`config.mk`:
```
export PLATFORM = sky130hd
export DESIGN_NAME = wf_gather_cnt_bank
export DESIGN_NICKNAME = d
export VERILOG_FILES = /design/src/rtl/wf_gather_pkg.sv /design/src/rtl/wf_gather_delta.sv /design/src/rtl/wf_gather_cnt_bank.sv
export SDC_FILE = /design/constraint.sdc
export NUM_CORES = 1
export LEC_CHECK = 0
export ABC_AREA = 1
export CAP_MARGIN = 0
export CORE_MARGIN = 1.5
export CORE_UTILIZATION = 35
export DETAILED_ROUTE_END_ITERATION = 7
export HOLD_SLACK_MARGIN = 0.03
export PLACE_DENSITY = 0.56
export SLEW_MARGIN = 40
export SYNTH_ARGS = -nofsm -noshare
export SYNTH_HDL_FRONTEND = slang
export SYNTH_HIERARCHICAL = 1
export SYNTH_SLANG_ARGS = --single-unit
export TNS_END_PERCENT = 10
```
`constraint.sdc`:
```
create_clock -name clock -period 7.16 [get_ports clock]
set_input_delay 1.432 -clock clock [delete_from_list [all_inputs] [get_ports clock]]
set_output_delay 1.432 -clock clock [all_outputs]
set_load 0.1 [all_outputs]
```
`src/rtl/wf_gather_pkg.sv`:
```
// -----------------------------------------------------------------------------
// wf_gather_pkg
// Shared definitions for the per-warp gather counter bank and its helpers.
//   WG_ADDR_W(n)   : warp-id width needed to address n warps (min 1)
//   CNT_MAX(w)     : largest value of a w-bit saturating counter
//   wg_inc_lane_t  : one writeback increment lane {valid, wid}
// The lane struct carries a fixed-width warp id, wide enough for up to 256
// warps; users zero-extend their ADDR_W-bit ids into it.
// -----------------------------------------------------------------------------
package wf_gather_pkg;

    localparam int WG_WID_MAX = 8;

    function automatic int WG_ADDR_W(input int n);
        return (n <= 1) ? 1 : $clog2(n);
    endfunction

    function automatic int CNT_MAX(input int w);
        return (1 << w) - 1;
    endfunction

    typedef struct packed {
        logic                  valid;
        logic [WG_WID_MAX-1:0] wid;
    } wg_inc_lane_t;

endpackage

```
`src/rtl/wf_gather_delta.sv`:
```
// -----------------------------------------------------------------------------
// wf_gather_delta
// Purely combinational: counts, for every warp, how many increment lanes
// target it this cycle. Duplicate ids across lanes all count.
// Ports:
//   i_lanes  in   NUM_INC increment lanes {valid, wid}
//   o_delta  out  per-warp lane count, NUM_WARP x D_W bits
// -----------------------------------------------------------------------------
module wf_gather_delta
    import wf_gather_pkg::*;
#(
    parameter int NUM_WARP = 16,
    parameter int NUM_INC  = 2,
    localparam int D_W     = $clog2(NUM_INC + 1)
) (
    input  wg_inc_lane_t [NUM_INC-1:0]            i_lanes,
    output logic         [NUM_WARP-1:0][D_W-1:0]  o_delta
);

    always_comb begin
        o_delta = '0;
        for (int w = 0; w < NUM_WARP; w++) begin
            for (int k = 0; k < NUM_INC; k++) begin
                if (i_lanes[k].valid && (i_lanes[k].wid == WG_WID_MAX'(w))) begin
                    o_delta[w] = o_delta[w] + D_W'(1);
                end
            end
        end
    end

endmodule

```
`src/rtl/wf_gather_cnt_bank.sv`:
```
// -----------------------------------------------------------------------------
// wf_gather_cnt_bank
// Per-warp saturating gather counters with armed targets. A warp is armed by
// init (non-zero target), counts increments from NUM_INC writeback lanes and
// flags done once its count reaches the target; the scheduler acks to disarm.
// Ports:
//   clock, reset                       rising-edge clock, async active-high reset
//   io_inc_valid / io_inc_wid          per-lane increment requests
//   io_init_valid/_wid/_target         arm a warp and restart its count
//   io_ack_valid / io_ack_wid          disarm a warp (init wins on collision)
//   io_rd_en / io_rd_wid / io_rd_data  registered read, forwards same-edge writes
//   io_done_mask                       armed && cnt >= tgt, per warp
//   io_ovf                             sticky saturation flag
// -----------------------------------------------------------------------------
module wf_gather_cnt_bank
    import wf_gather_pkg::*;
#(
    parameter int NUM_WARP = 16,
    parameter int CNT_W    = 3,
    parameter int NUM_INC  = 2,
    localparam int ADDR_W  = WG_ADDR_W(NUM_WARP)
) (
    input  logic                        clock,
    input  logic                        reset,
    input  logic [NUM_INC-1:0]          io_inc_valid,
    input  logic [NUM_INC*ADDR_W-1:0]   io_inc_wid,
    input  logic                        io_init_valid,
    input  logic [ADDR_W-1:0]           io_init_wid,
    input  logic [CNT_W-1:0]            io_init_target,
    input  logic                        io_ack_valid,
    input  logic [ADDR_W-1:0]           io_ack_wid,
    input  logic                        io_rd_en,
    input  logic [ADDR_W-1:0]           io_rd_wid,
    output logic [CNT_W-1:0]            io_rd_data,
    output logic [NUM_WARP-1:0]         io_done_mask,
    output logic                        io_ovf
);

    localparam int D_W   = $clog2(NUM_INC + 1);
    // Three spare bits cover up to 4 lanes landing on a full counter.
    localparam int SUM_W = CNT_W + 3;

    logic [NUM_WARP-1:0][CNT_W-1:0] r_cnt;
    logic [NUM_WARP-1:0][CNT_W-1:0] r_tgt;
    logic [NUM_WARP-1:0]            r_armed;
    logic [CNT_W-1:0]               r_rd_data;
    logic                           r_ovf;

    wg_inc_lane_t [NUM_INC-1:0]     w_lanes;
    logic [NUM_WARP-1:0][D_W-1:0]   w_delta;
    logic [NUM_WARP-1:0][CNT_W-1:0] w_cnt_nxt;
    logic [NUM_WARP-1:0]            w_arm;
    logic [NUM_WARP-1:0]            w_ack;
    logic [NUM_WARP-1:0]            w_sat;

    for (genvar k = 0; k < NUM_INC; k++) begin : g_lane
        assign w_lanes[k].valid = io_inc_valid[k];
        assign w_lanes[k].wid   = WG_WID_MAX'(io_inc_wid[k*ADDR_W +: ADDR_W]);
    end

    wf_gather_delta #(
        .NUM_WARP (NUM_WARP),
        .NUM_INC  (NUM_INC)
    ) u_delta (
        .i_lanes  (w_lanes),
        .o_delta  (w_delta)
    );

    for (genvar g = 0; g < NUM_WARP; g++) begin : g_warp
        logic [SUM_W-1:0] w_sum;

        // A zero target makes the whole init a no-op, including the restart.
        assign w_arm[g] = io_init_valid && (io_init_target != '0)
                          && (io_init_wid == ADDR_W'(g));
        assign w_ack[g] = io_ack_valid && (io_ack_wid == ADDR_W'(g));

        assign w_sum = SUM_W'(w_arm[g] ? {CNT_W{1'b0}} : r_cnt[g])
                     + SUM_W'(w_delta[g]);
        assign w_sat[g]     = w_sum > SUM_W'(CNT_MAX(CNT_W));
        assign w_cnt_nxt[g] = w_sat[g] ? {CNT_W{1'b1}} : w_sum[CNT_W-1:0];

        assign io_done_mask[g] = r_armed[g] && (r_cnt[g] >= r_tgt[g]);
    end

    always_ff @(posedge clock or posedge reset) begin
        if (reset) begin
            r_cnt     <= '0;
            r_tgt     <= '0;
            r_armed   <= '0;
            r_rd_data <= '0;
            r_ovf     <= 1'b0;
        end else begin
            r_cnt <= w_cnt_nxt;
            for (int w = 0; w < NUM_WARP; w++) begin
                if (w_arm[w]) begin
                    r_armed[w] <= 1'b1;
                    r_tgt[w]   <= io_init_target;
                end else if (w_ack[w]) begin
                    r_armed[w] <= 1'b0;
                end
            end
            if (|w_sat) begin
                r_ovf <= 1'b1;
            end
            // Read the post-update value so same-edge writes are forwarded.
            if (io_rd_en) begin
                r_rd_data <= w_cnt_nxt[io_rd_wid];
            end
        end
    end

    assign io_rd_data = r_rd_data;
    assign io_ovf     = r_ovf;

endmodule

```
# Yosys cells after proc, flatten, opt, wreduce, memory -nomap -nowiden
# Cells that the tools add are included.
# classes
n_addsub	32
magnitude_cmp	33
eq_ne	60
mux	98
reduce_logical	103
# ops
op	n
== test 4 bit (second input constant)	32
two-way mux 3 bit	33
logical AND 1 bit	81
adder 3 x 2 -> 4 bit	16
== test 4 x 3 -> 1 bit (second input constant)	16
greater-than comparator 4 x 3 -> 1 bit (second input constant)	16
>= comparator 3 bit	16
two-way mux 1 bit	48
adder 1 x 1 -> 2 bit (second input constant)	16
== test 4 x 2 -> 1 bit (second input constant)	8
two-way mux 2 bit	16
nonzero test 2 bit	16
== test 4 x 1 -> 1 bit (second input constant)	4
zero test 8 bit	2
OR reduction 16 bit	1
binary-select mux 3 bit (select 4 bit)	1
zero test 4 bit	2
< comparator 4 x 5 -> 1 bit (second input constant)	1
nonzero test 3 bit	1
# totals
ff_bits	116
output_inout_bits	20
elab_cells	376

# Longest topological paths before layout
# Gate-level depths: netlist of run 1.
# logic_depth
ltp_word	10
depth_mapped	20
ltp_nobuf	19

# Modules after synthesis
# Netlist of run 1, hierarchy kept.
# modules_own_cells
mod	n_inst	cells_each	area_each_um2	seq_area_each_um2
wf_gather_cnt_bank	1	975	7613.6	2902.8
wf_gather_delta	1	98	560.5	0.0

# Worst setup path before layout of run 1
# No wires, ideal clock.
# synth_timing
path_kind	in2reg
start	input port io_init_target[1]
end	register r_rd_data[2] (netlist: io_rd_data[2])
setup_ns	0.120
arrival_ns	3.432
setup_slack_ns	3.608
cell_stages	19
cell_sequence	inv_1 nand3_4 nand2_1 inv_1 buf_1 a21oi_1 ha_1 inv_1 fa_1 nor2_1 nand3_1 nand2_1 nand2_1 nand3_1 nand3_1 nand3_1 nand2_1 nand2_1 nand2_1
# synth_between
elab_chain_cells	9
word_cells_on_any_way	84
cone_classes	16 x add/sub; 16 x order compare; 34 x mux; 18 x reduce/logical
# synth_rtl
item	line	rtl
start, declared	wf_gather_cnt_bank.sv:29	input logic [CNT_W-1:0] io_init_target,
nonzero test 3 bit (*)	wf_gather_cnt_bank.sv:73	assign w_arm[g] = io_init_valid && (io_init_target != '0)
logical AND 1 bit (*)	wf_gather_cnt_bank.sv:73	
logical AND 1 bit	wf_gather_cnt_bank.sv:74	&& (io_init_wid == ADDR_W'(g));
two-way mux 3 bit	wf_gather_cnt_bank.sv:77	assign w_sum = SUM_W'(w_arm[g] ? {CNT_W{1'b0}} : r_cnt[g])
adder 3 x 2 -> 4 bit	wf_gather_cnt_bank.sv:78	+ SUM_W'(w_delta[g]);
greater-than comparator 4 x 3 -> 1 bit	wf_gather_cnt_bank.sv:79	assign w_sat[g] = w_sum > SUM_W'(CNT_MAX(CNT_W));
two-way mux 3 bit	wf_gather_cnt_bank.sv:80	assign w_cnt_nxt[g] = w_sat[g] ? {CNT_W{1'b1}} : w_sum[CNT_W-1:0];
binary-select mux 3 bit (select 4 bit) (*)	wf_gather_cnt_bank.sv:107	r_rd_data <= w_cnt_nxt[io_rd_wid];
two-way mux 3 bit (not written as such) (*)	wf_gather_cnt_bank.sv:107	
end signal, assigned	wf_gather_cnt_bank.sv:107	
end, declared	wf_gather_cnt_bank.sv:46	logic [CNT_W-1:0] r_rd_data;
# Every way passes the cells marked *; elsewhere a longest branch is shown, timed or not. The select of a mux whose other input is x is not followed.
# A chain may end at the register's enable or synchronous reset.

# Worst setup path after layout of run 1
# layout_timing
start	input port io_init_valid
end	register r_rd_data[1] (netlist: io_rd_data[1])
# layout_between
elab_chain_cells	8
word_cells_on_any_way	83
cone_classes	16 x add/sub; 16 x order compare; 34 x mux; 17 x reduce/logical
# layout_rtl
item	line	rtl
start, declared	wf_gather_cnt_bank.sv:27	input logic io_init_valid,
logical AND 1 bit (*)	wf_gather_cnt_bank.sv:73	
logical AND 1 bit	wf_gather_cnt_bank.sv:74	
two-way mux 3 bit	wf_gather_cnt_bank.sv:77	
adder 3 x 2 -> 4 bit	wf_gather_cnt_bank.sv:78	
greater-than comparator 4 x 3 -> 1 bit	wf_gather_cnt_bank.sv:79	
two-way mux 3 bit	wf_gather_cnt_bank.sv:80	
binary-select mux 3 bit (select 4 bit) (*)	wf_gather_cnt_bank.sv:107	
two-way mux 3 bit (not written as such) (*)	wf_gather_cnt_bank.sv:107	
# Marks and branches as above.

==> results.cfg, run 1 <==
[run_status]
run_status = completed

[power_and_ir_drop]
totalPowerFinal_mw = 2.42
power.ir.vdd_worst_uv = 147
power_per_cell_area_mw_per_mm2 = 256
cellLeakagePower_nw = 5.36

[synthesis]
number_of_storage_elements_in_the_synthesis_netlist = 116
synth_warnings = 6
post_synth.cell_area_avg_um2 = 7.62
fraction_of_registers_with_async_set_reset_pct = 100
synthDominantAreaCellType = sky130_fd_sc_hd__dfrtp_1
synth_flop_cell = sky130_fd_sc_hd__dfrtp_1
post-synth-top-count-cell = sky130_fd_sc_hd__nand2_1
synth-seq-area-share_pct = 35.5
netlist-cell-type-count = 27
synth_area_leaders = sky130_fd_sc_hd__dfrtp_1 36%, sky130_fd_sc_hd__ha_1 15%, sky130_fd_sc_hd__nand2_1 11%, sky130_fd_sc_hd__inv_1 9.9%, sky130_fd_sc_hd__nand3_1 7.4%
synth_commonest_cells = 235 x sky130_fd_sc_hd__nand2_1, 216 x sky130_fd_sc_hd__inv_1, 121 x sky130_fd_sc_hd__nand3_1
post_synthesis_cells = 1073
synth_enable_flop_cells = 0
yosys.area.top_type_share_pct = 35.5
synthesis.area_mm2 = 0.00817

[worst_setup_path]
worstRegToRegCells = 15
worst_path_dominant_cell_family = simple AND/OR/NAND/NOR gates
worstPathCellList = clkdlybuf4s50_1 > nand2_1 > inv_1 > nand2_1 > nand2_1 > inv_1 > ha_1 > a21oi_1 > nand3b_1 > nand3_1 > nand3_1 > nand3_1 > nand3_1 > nand2_1 > nand2_1 > nand2_1
worstPathRequired_ps = 7480
reg2reg_setup_slack_ps = 4970
worst-path-buf-inv = 3
kind_of_start_point_of_the_critical_path = primary input
crit_path_largest_cell_delay_ps = 930
worstPathMaxFanout = 16
worst_r2r_endpoint = io_rd_data[2]
cp.arrival_ps = 4790
worst_r2r_startpoint = r_cnt[15]
path_common_cell = sky130_fd_sc_hd__nand2_1
worst-setup-path-type = in2reg
critical-path-slowest-cell = sky130_fd_sc_hd__clkdlybuf4s50_1
nature_of_the_critical_path_endpoint = register

[hold_path]
timing.hold.worst_path_depth = 2
holdCritPathClass = reg2reg
hold_end = r_tgt[11]
min_from = r_tgt[11]

[finish]
drive_above_1_share_pct = 6.04
area_growth_pct = 15.7
multi_input_logic_area_mm2 = 0.00430
post_layout_nonfiller_instances = 1455
area.sequential_mm2 = 0.00290
antennaDiodeCount = 0
final_net_count = 1271
layout.filler_cells = 2336

[floorplanning]
floorplan.io_pins = 50
coreArea_mm2 = 0.0228
die_width_um = 156
start_util_pct = 35.9
die-area_mm2 = 0.0243
core.rowCount = 55
die-height_um = 156

[route]
post_drt_wl_per_cell_um = 15.5
drt-pass1-iter-count = 5
detail_route.vias_per_cell = 4.83
post-route-drc-count = 0
routed_wl_um = 22600
detail-route-antenna-nets = 0
detailroute.via_count = 7029
drt_iter0_drc = 530

[global_routing]
antenna_found_initial = 0
grt_overflow_total = 0
first_pass_grt_wire_length_um = 36300
largest_net_degree_at_the_start_of_global_routing = 61
global_route.usage.total_pct = 19.8
via_count_of_the_first_global_routing_pass = 6723

[clock_tree]
cts_htree_levels = 4
post-cts-setup-buffers = 0
hold_buffers = 0
cts.repair.resized = 0
insertion_delay_ps = 430
clock-root-buffer = sky130_fd_sc_hd__clkbuf_16
cts_tree = yes
clk_pin_slew_worst_paths_ps = 60
numClockSinks = 116
clock_tree.buffer_depth = 2
cts-buffers-inserted = 17

[timing]
final.period_utilization_pct = 62.4
period_needed_ps = 4470
finalHoldViolations = 0
worst_clock_skew_ps = 7.94
timing.slew.headroom_pct = 52.1
grt_setup_unrepaired = no
achievable-frequency_ghz = 0.224
report.final.setup_viol = 0
maxSlewViolCount = 0
setup_total_negative_slack_ps = 0
slew_at_the_pin_with_the_worst_max_slew_slack_ps = 717

[placed_design]
place_inst = 1423
detailedPlacementHpwl_um = 17000
finalWeightedCongestion = 0.920
portBuffers = 49

[run]
maxCapViolCount = 0
==> state kept, by name, summed over array words and instances, names as in the netlist <==
signal	count
r_tgt	48
r_cnt	48
io_rd_data	3
io_ovf	1
r_armed	16
==> area by class of cell <==
type,instances,share of cell area [%]
Clock inverter,12,1.61
Sequential cell,116,30.7
Inverter,218,8.70
Clock buffer,20,4.83
Multi-Input combinational cell,722,45.5
Timing Repair Buffer,54,4.56
Tap cell,313,4.14
==> per-stage QoR <==
step / setup WS, ps / hold slack, ps / utilization, % / cell area (µm²)
4_1_cts: 2760 / 487 / 41.5 / 9450
3_3_place_gp: 2410 / 468 / 39.3 / 8940
3_5_place_dp: 2330 / 473 / 38.8 / 8840
2_1_floorplan: 2660 / 453 / - / 8230
5_1_grt: 2360 / 512 / 41.5 / 9460
6_report: 2690 / 484 / 41.5 / 9460
==> worst max path at each step <==
stage / start / to / slack [ps] / cells after the start
2_1_floorplan: reset / io_ovf / 2660 / 1
3_3_place_gp: io_init_valid / io_ovf / 2410 / 10
3_5_place_dp: io_init_target[1] / io_rd_data[2] / 2330 / 20
4_1_cts: io_init_target[1] / io_rd_data[2] / 2760 / 20
5_1_grt: io_init_target[1] / io_rd_data[1] / 2360 / 19
6_report: io_init_valid / io_rd_data[1] / 2690 / 16
==> report_power, final <==
group / leakage, nW / internal [mW] / switching, mW / total, mW
clock network: 0.288 / 0.564 / 0.320 / 0.885
logic: 3.57 / 0.199 / 0.515 / 0.715
registers: 1.50 / 0.769 / 0.0536 / 0.823
total: 5.36 / 1.53 / 0.889 / 2.42
==> tightest hold or removal path, cell delays in order, from the launching register on <==
cell                      delay, ps
sky130_fd_sc_hd__dfrtp_1        340
sky130_fd_sc_hd__nand2_1         50
sky130_fd_sc_hd__o21ai_0         60
==> cells in the final DEF, fill, tap and decap left out, types with 29 or more instances in the layout <==
master,count
sky130_fd_sc_hd__a21oi_1,38
sky130_fd_sc_hd__dfrtp_1,116
sky130_fd_sc_hd__o21ai_0,81
sky130_fd_sc_hd__nand3_1,121
sky130_fd_sc_hd__nor2_1,51
sky130_fd_sc_hd__ha_1,96
sky130_fd_sc_hd__inv_1,214
sky130_fd_sc_hd__clkdlybuf4s50_1,29
sky130_fd_sc_hd__nand2_1,235
sky130_fd_sc_hd__nor3_1,29
==> cell families after synthesis <==
logic type	count (synthesis)	share of synthesized area (%)
AO/OA/AOI/OAI	127	7.94
adder cells (fa/ha/maj)	112	18.6
buffers and inverters	250	12.6
flip-flops	116	35.5
other	1	0.0459
AND/OR/NAND/NOR	467	25.3
==> routing by layer <==
layer  global-route usage [%]  wire length [µm]  share of wire (%)
met5                        0                 0                  0
met4                     7.12               439                1.9
met3                     3.61              1220                5.4
met2                     30.5             10100                 44
met1                     27.7             10900                 48
(Power assumes the default switching activity.)
==> run 2: changes to the inputs <==
--- a/config.mk
+++ b/config.mk
@@ -11,7 +11,7 @@
 export CORE_UTILIZATION = 35
 export DETAILED_ROUTE_END_ITERATION = 7
 export HOLD_SLACK_MARGIN = 0.03
-export PLACE_DENSITY = 0.56
+export PLACE_DENSITY = 0.58
 export SLEW_MARGIN = 40
 export SYNTH_ARGS = -nofsm -noshare
 export SYNTH_HDL_FRONTEND = slang
==> constraint.sdc (replaced) <==
create_clock -name clock -period 4 [get_ports clock]
set_input_delay 0.8 -clock clock [delete_from_list [all_inputs] [get_ports clock]]
set_output_delay 0.8 -clock clock [all_outputs]
set_load 0.1 [all_outputs]
==> run 2 against run 1 <==
Critical path depth grew 1. Design area grew 2.2%. Register-to-register slack lost 3100 ps. Critical endpoint is now io_rd_data[2]. Sequential cell count is the same. Worst setup slack lost 2000 ps. Cell count grew 1.4%. Die area is the same. Largest power group unchanged. Wire length shrank 1.3%.
==> results.cfg, run 2 (same netlist as run 1, synthesis figures left out) <==
[clock_tree]
insertion_delay_ps = 420
cts.repair.resized = 0
hold_buffers = 0
numClockSinks = 116
cts_tree = yes
cts-buffers-inserted = 17
clock_tree.buffer_depth = 2
clock-root-buffer = sky130_fd_sc_hd__clkbuf_16
clk_pin_slew_worst_paths_ps = 60
cts_htree_levels = 4
post-cts-setup-buffers = 0

[placed_design]
portBuffers = 49
finalWeightedCongestion = 0.884
place_inst = 1443
detailedPlacementHpwl_um = 16800

[run_status]
run_status = completed

[timing]
final.period_utilization_pct = 84.0
period_needed_ps = 3360
achievable-frequency_ghz = 0.298
grt_setup_unrepaired = no
report.final.setup_viol = 0
timing.slew.headroom_pct = 60.1
worst_clock_skew_ps = 7.07
fin_hold_ws_ps = 481
setup_total_negative_slack_ps = 0
maxSlewViolCount = 0
finalHoldViolations = 0
slew_at_the_pin_with_the_worst_max_slew_slack_ps = 599

[worst_setup_path]
nature_of_the_critical_path_endpoint = register
worstPathMaxFanout = 4
worstPathRequired_ps = 4320
worst-setup-path-type = in2reg
kind_of_start_point_of_the_critical_path = primary input
cp.arrival_ps = 3680

[route]
post-route-drc-count = 0
drt_iter0_drc = 462
detailroute.via_count = 7009
detail_route.vias_per_cell = 4.75
routed_wl_um = 22300
detail-route-antenna-nets = 0
drt-pass1-iter-count = 6
post_drt_wl_per_cell_um = 15.1

[power_and_ir_drop]
power.ir.vdd_worst_uv = 243
power_per_cell_area_mw_per_mm2 = 456
cellLeakagePower_nw = 5.46

[floorplanning]
core.rowCount = 55
die-area_mm2 = 0.0243
die-height_um = 156
start_util_pct = 35.9
die_width_um = 156
coreArea_mm2 = 0.0228
floorplan.io_pins = 50

[finish]
top_regs = r_cnt (48), r_tgt (48), r_armed (16)
area_growth_pct = 18.2
final_net_count = 1291
post_layout_nonfiller_instances = 1476
layout_common_cells = 235 x sky130_fd_sc_hd__nand2_1, 214 x sky130_fd_sc_hd__inv_1, 121 x sky130_fd_sc_hd__nand3_1
drive_above_1_share_pct = 7.66
layout.filler_cells = 2322
layout.cells.most_common = sky130_fd_sc_hd__nand2_1

[global_routing]
largest_net_degree_at_the_start_of_global_routing = 73
first_pass_grt_wire_length_um = 36100
antenna_found_initial = 0
global_route.usage.total_pct = 19.6
via_count_of_the_first_global_routing_pass = 6765
grt_overflow_total = 0

[run]
maxCapViolCount = 0

[hold_path]
holdCritPathClass = reg2reg
[run 2: worst paths after layout]
check	startpoint	end	slack, ps	cells past startpoint
hold / removal	r_tgt[25]	r_tgt[25]	480	2
hold reg to reg	r_tgt[25]	r_tgt[25]	480	2
setup / recovery	io_inc_valid[1]	io_rd_data[2]	640	17
max in group asynchronous	reset	r_cnt[39]	2370	3
min in group asynchronous	reset	r_cnt[20]	810	2
setup reg to reg	r_cnt[18]	io_rd_data[2]	1830	15
[run 2: report_power, final]
part	internal, mW	total [mW]	switching (mW)
combinational	0.386	1.30	0.917
sequential	1.38	1.47	0.0946
clock	1.06	1.63	0.578
total	2.82	4.41	1.59
[run 2: critical path, stage by stage]
cell                              delay, ps
sky130_fd_sc_hd__clkdlybuf4s50_1        510
sky130_fd_sc_hd__nand3_1                280
sky130_fd_sc_hd__nor3_1                 390
sky130_fd_sc_hd__ha_1                   200
sky130_fd_sc_hd__ha_1                   170
sky130_fd_sc_hd__inv_1                   60
sky130_fd_sc_hd__fa_1                   380
sky130_fd_sc_hd__inv_1                   80
sky130_fd_sc_hd__nand2_1                 60
sky130_fd_sc_hd__nand3_1                100
sky130_fd_sc_hd__nand3_1                 90
sky130_fd_sc_hd__nand3_1                140
sky130_fd_sc_hd__nand3_1                120
sky130_fd_sc_hd__nand3_1                120
sky130_fd_sc_hd__nand2_1                 60
sky130_fd_sc_hd__nand2_1                 60
sky130_fd_sc_hd__nand2_1                 60
[run 2: cell type report]
cell class                      count  area [µm²]  share of cell area, %
Clock inverter                     13         183                   1.89
Clock buffer                       19         443                   4.58
Sequential cell                   116        2900                   30.0
Antenna cell                        1        2.50                 0.0259
Inverter                          218         821                   8.49
Tap cell                          313         392                   4.05
Timing Repair Buffer               74         621                   6.42
Multi-Input combinational cell    722        4300                   44.5
[run 2: metrics by stage]
stage	power [mW]	setup WS (ps)	utilization [%]	cell area, µm²
global placement	2.79	334	39.8	9080
finish	4.41	640	42.4	9660
floorplan	2.48	128	-	8230
detailed placement	2.79	306	39.7	9040
global route	4.70	499	42.4	9660
CTS	4.44	743	42.4	9660
[run 2: per-layer routing]
metal  up-vias  global-route usage, %  wire [µm]
li1       3565                      -          -
met1      3250                   27.1      10600
met2       175                   30.6      10000
met3        19                   4.08       1300
met4         0                   5.99        370
met5         -                      0          0
==> run 3: changes to the inputs <==
--- a/config.mk
+++ b/config.mk
@@ -11,7 +11,7 @@
 export CORE_UTILIZATION = 35
 export DETAILED_ROUTE_END_ITERATION = 7
 export HOLD_SLACK_MARGIN = 0.03
-export PLACE_DENSITY = 0.58
+export PLACE_DENSITY = 0.56
 export SLEW_MARGIN = 40
 export SYNTH_ARGS = -nofsm -noshare
 export SYNTH_HDL_FRONTEND = slang
==> constraint.sdc (replaced) <==
create_clock -name clock -period 3.47 [get_ports clock]
set_input_delay 0.694 -clock clock [delete_from_list [all_inputs] [get_ports clock]]
set_output_delay 0.694 -clock clock [all_outputs]
set_load 0.1 [all_outputs]
==> run 3 against run 2 <==
Via count rose by 2.0%. Non-clock buffer count is 41 higher. Largest cell class unchanged. Critical endpoint unchanged. Clock power up 25%. Highest routed layer unchanged.
==> results.cfg, run 3 (same netlist as run 1, synthesis figures left out) <==
[timing]
period_needed_ps = 3210
grt_setup_unrepaired = no
achievable-frequency_ghz = 0.312
finalHoldViolations = 0
report.final.setup_viol = 0
worst_clock_skew_ps = 7.28
final.period_utilization_pct = 92.4
setup_total_negative_slack_ps = 0
slew_at_the_pin_with_the_worst_max_slew_slack_ps = 692
timing.slew.headroom_pct = 53.9
maxSlewViolCount = 0

[worst_setup_path]
worstPathMaxFanout = 4
worst-setup-path-type = in2reg
setup.worst_path.end = io_rd_data[2]
nature_of_the_critical_path_endpoint = register
reg2reg_setup_slack_ps = 1310
kind_of_start_point_of_the_critical_path = primary input
worst_r2r_startpoint = r_cnt[21]
worstRegToRegCells = 15
worst_r2r_endpoint = io_rd_data[2]
worstPathRequired_ps = 3790
worst_setup_path_startpoint = io_inc_valid[0]
cp.arrival_ps = 3520

[route]
post-route-drc-count = 0
routed_wl_um = 22700
post_drt_wl_per_cell_um = 15.0
drt_iter0_drc = 514
detailroute.via_count = 7149
drt-pass1-iter-count = 5
detail-route-antenna-nets = 0
detail_route.vias_per_cell = 4.72

[placed_design]
detailedPlacementHpwl_um = 17300
dpl-instance-area_mm2 = 0.00936
portBuffers = 49
finalWeightedCongestion = 0.898

[global_routing]
antenna_found_initial = 0
largest_net_degree_at_the_start_of_global_routing = 117
global_route.usage.total_pct = 20.3
grt_overflow_total = 0
via_count_of_the_first_global_routing_pass = 7067
first_pass_grt_wire_length_um = 37400

[clock_tree]
cts_htree_levels = 4
clock_tree.buffer_depth = 2
clock-root-buffer = sky130_fd_sc_hd__clkbuf_16
hold_buffers = 0
clk_pin_slew_worst_paths_ps = 60
cts.repair.resized = 0
post-cts-setup-buffers = 0
cts_tree = yes
numClockSinks = 116
insertion_delay_ps = 430
cts-buffers-inserted = 17

[finish]
layout_common_cells = 235 x sky130_fd_sc_hd__nand2_1, 215 x sky130_fd_sc_hd__inv_1, 121 x sky130_fd_sc_hd__nand3_1
area_growth_pct = 22.8
layout.filler_cells = 2264
drive_above_1_share_pct = 10.7
antennaDiodeCount = 0
layout.cells.most_common = sky130_fd_sc_hd__nand2_1
final_net_count = 1332
finish.instance_area_mm2 = 0.0100
top_regs = r_cnt (48), r_tgt (48), r_armed (16)

[floorplanning]
core.rowCount = 55
die-area_mm2 = 0.0243
start_util_pct = 35.9
die_width_um = 156
coreArea_mm2 = 0.0228
floorplan.io_pins = 50
die-height_um = 156

[power_and_ir_drop]
cellLeakagePower_nw = 5.68
power.ir.vdd_worst_uv = 310
power_per_cell_area_mw_per_mm2 = 524
totalPowerFinal_mw = 5.27

[run_status]
run_status = completed

[run]
maxCapViolCount = 0

[hold_path]
holdCritPathClass = reg2reg
## run 3: cell types whose count changed in the layout (fill, tap and decap cells not counted)
cell / before / now
sky130_fd_sc_hd__inv_1: 214 / 215
sky130_fd_sc_hd__clkinv_4: 2 / 0
sky130_fd_sc_hd__buf_2: 8 / 2
sky130_fd_sc_hd__buf_4: 36 / 83
sky130_fd_sc_hd__clkbuf_8: 1 / 6
sky130_fd_sc_hd__inv_2: 3 / 2
sky130_fd_sc_hd__diode_2: 1 / 0
sky130_fd_sc_hd__bufinv_16: 4 / 5
sky130_fd_sc_hd__inv_4: 1 / 0
sky130_fd_sc_hd__clkinv_2: 3 / 2
sky130_fd_sc_hd__clkinvlp_4: 4 / 2
## run 3: routing by layer
| layer | vias up | track usage, % | share of wire [%] |
|---|---|---|---|
| li1 | 3642 | - | - |
| met1 | 3342 | 28.1 | 49 |
| met2 | 142 | 32.4 | 46 |
| met3 | 23 | 3.67 | 4.3 |
| met4 | 0 | 6.12 | 1.3 |
| met5 | - | 0 | 0 |
## run 3: critical path: stages
cell	delay, ps
sky130_fd_sc_hd__clkdlybuf4s50_1	520
sky130_fd_sc_hd__nand3_1	250
sky130_fd_sc_hd__nor3_1	300
sky130_fd_sc_hd__ha_1	200
sky130_fd_sc_hd__ha_1	190
sky130_fd_sc_hd__inv_1	60
sky130_fd_sc_hd__fa_1	390
sky130_fd_sc_hd__inv_1	80
sky130_fd_sc_hd__nand2_1	50
sky130_fd_sc_hd__nand3_1	100
sky130_fd_sc_hd__nand3_1	130
sky130_fd_sc_hd__nand3_1	130
sky130_fd_sc_hd__nand3_1	90
sky130_fd_sc_hd__nand3_1	140
sky130_fd_sc_hd__nand2_1	80
sky130_fd_sc_hd__nand2_1	60
sky130_fd_sc_hd__nand2_1	50
## run 3: worst min-delay path by stage
stage | from | end | slack, ps | cells past startpoint
finish | io_rd_data[0] | io_rd_data[0] | 480 | 2
CTS | io_rd_data[1] | io_rd_data[1] | 480 | 2
global route | r_tgt[2] | r_tgt[2] | 500 | 2
floorplan | r_tgt[10] | r_tgt[10] | 450 | 2
detailed placement | io_rd_data[1] | io_rd_data[1] | 460 | 2
global placement | r_tgt[2] | r_tgt[2] | 470 | 2
## run 3: area by class of cell
class | count | area [µm²] | area share (%)
Multi-Input combinational cell | 722 | 4300 | 42.8
Clock buffer | 24 | 512 | 5.10
Timing Repair Buffer | 115 | 943 | 9.40
Inverter | 218 | 822 | 8.19
Clock inverter | 8 | 168 | 1.67
Sequential cell | 116 | 2900 | 28.9
Tap cell | 313 | 392 | 3.90
## run 3: where the power goes
part	internal [mW]	switching [mW]
Combinational	0.471	1.06
Clock	1.39	0.654
Sequential	1.59	0.108
## run 3: per-stage QoR
stage / hold slack [ps] / std cells / utilization [%] / setup WS, ps
after floorplan: 453 / 1088 / - / 656
after global placement: 466 / 1484 / 41.1 / -69.6
after detailed placement: 463 / 1484 / 41.1 / -105
after CTS: 485 / 1516 / 44.1 / 320
after global routing: 501 / 1516 / 44.1 / 27.2
final: 478 / 1516 / 44.1 / 263
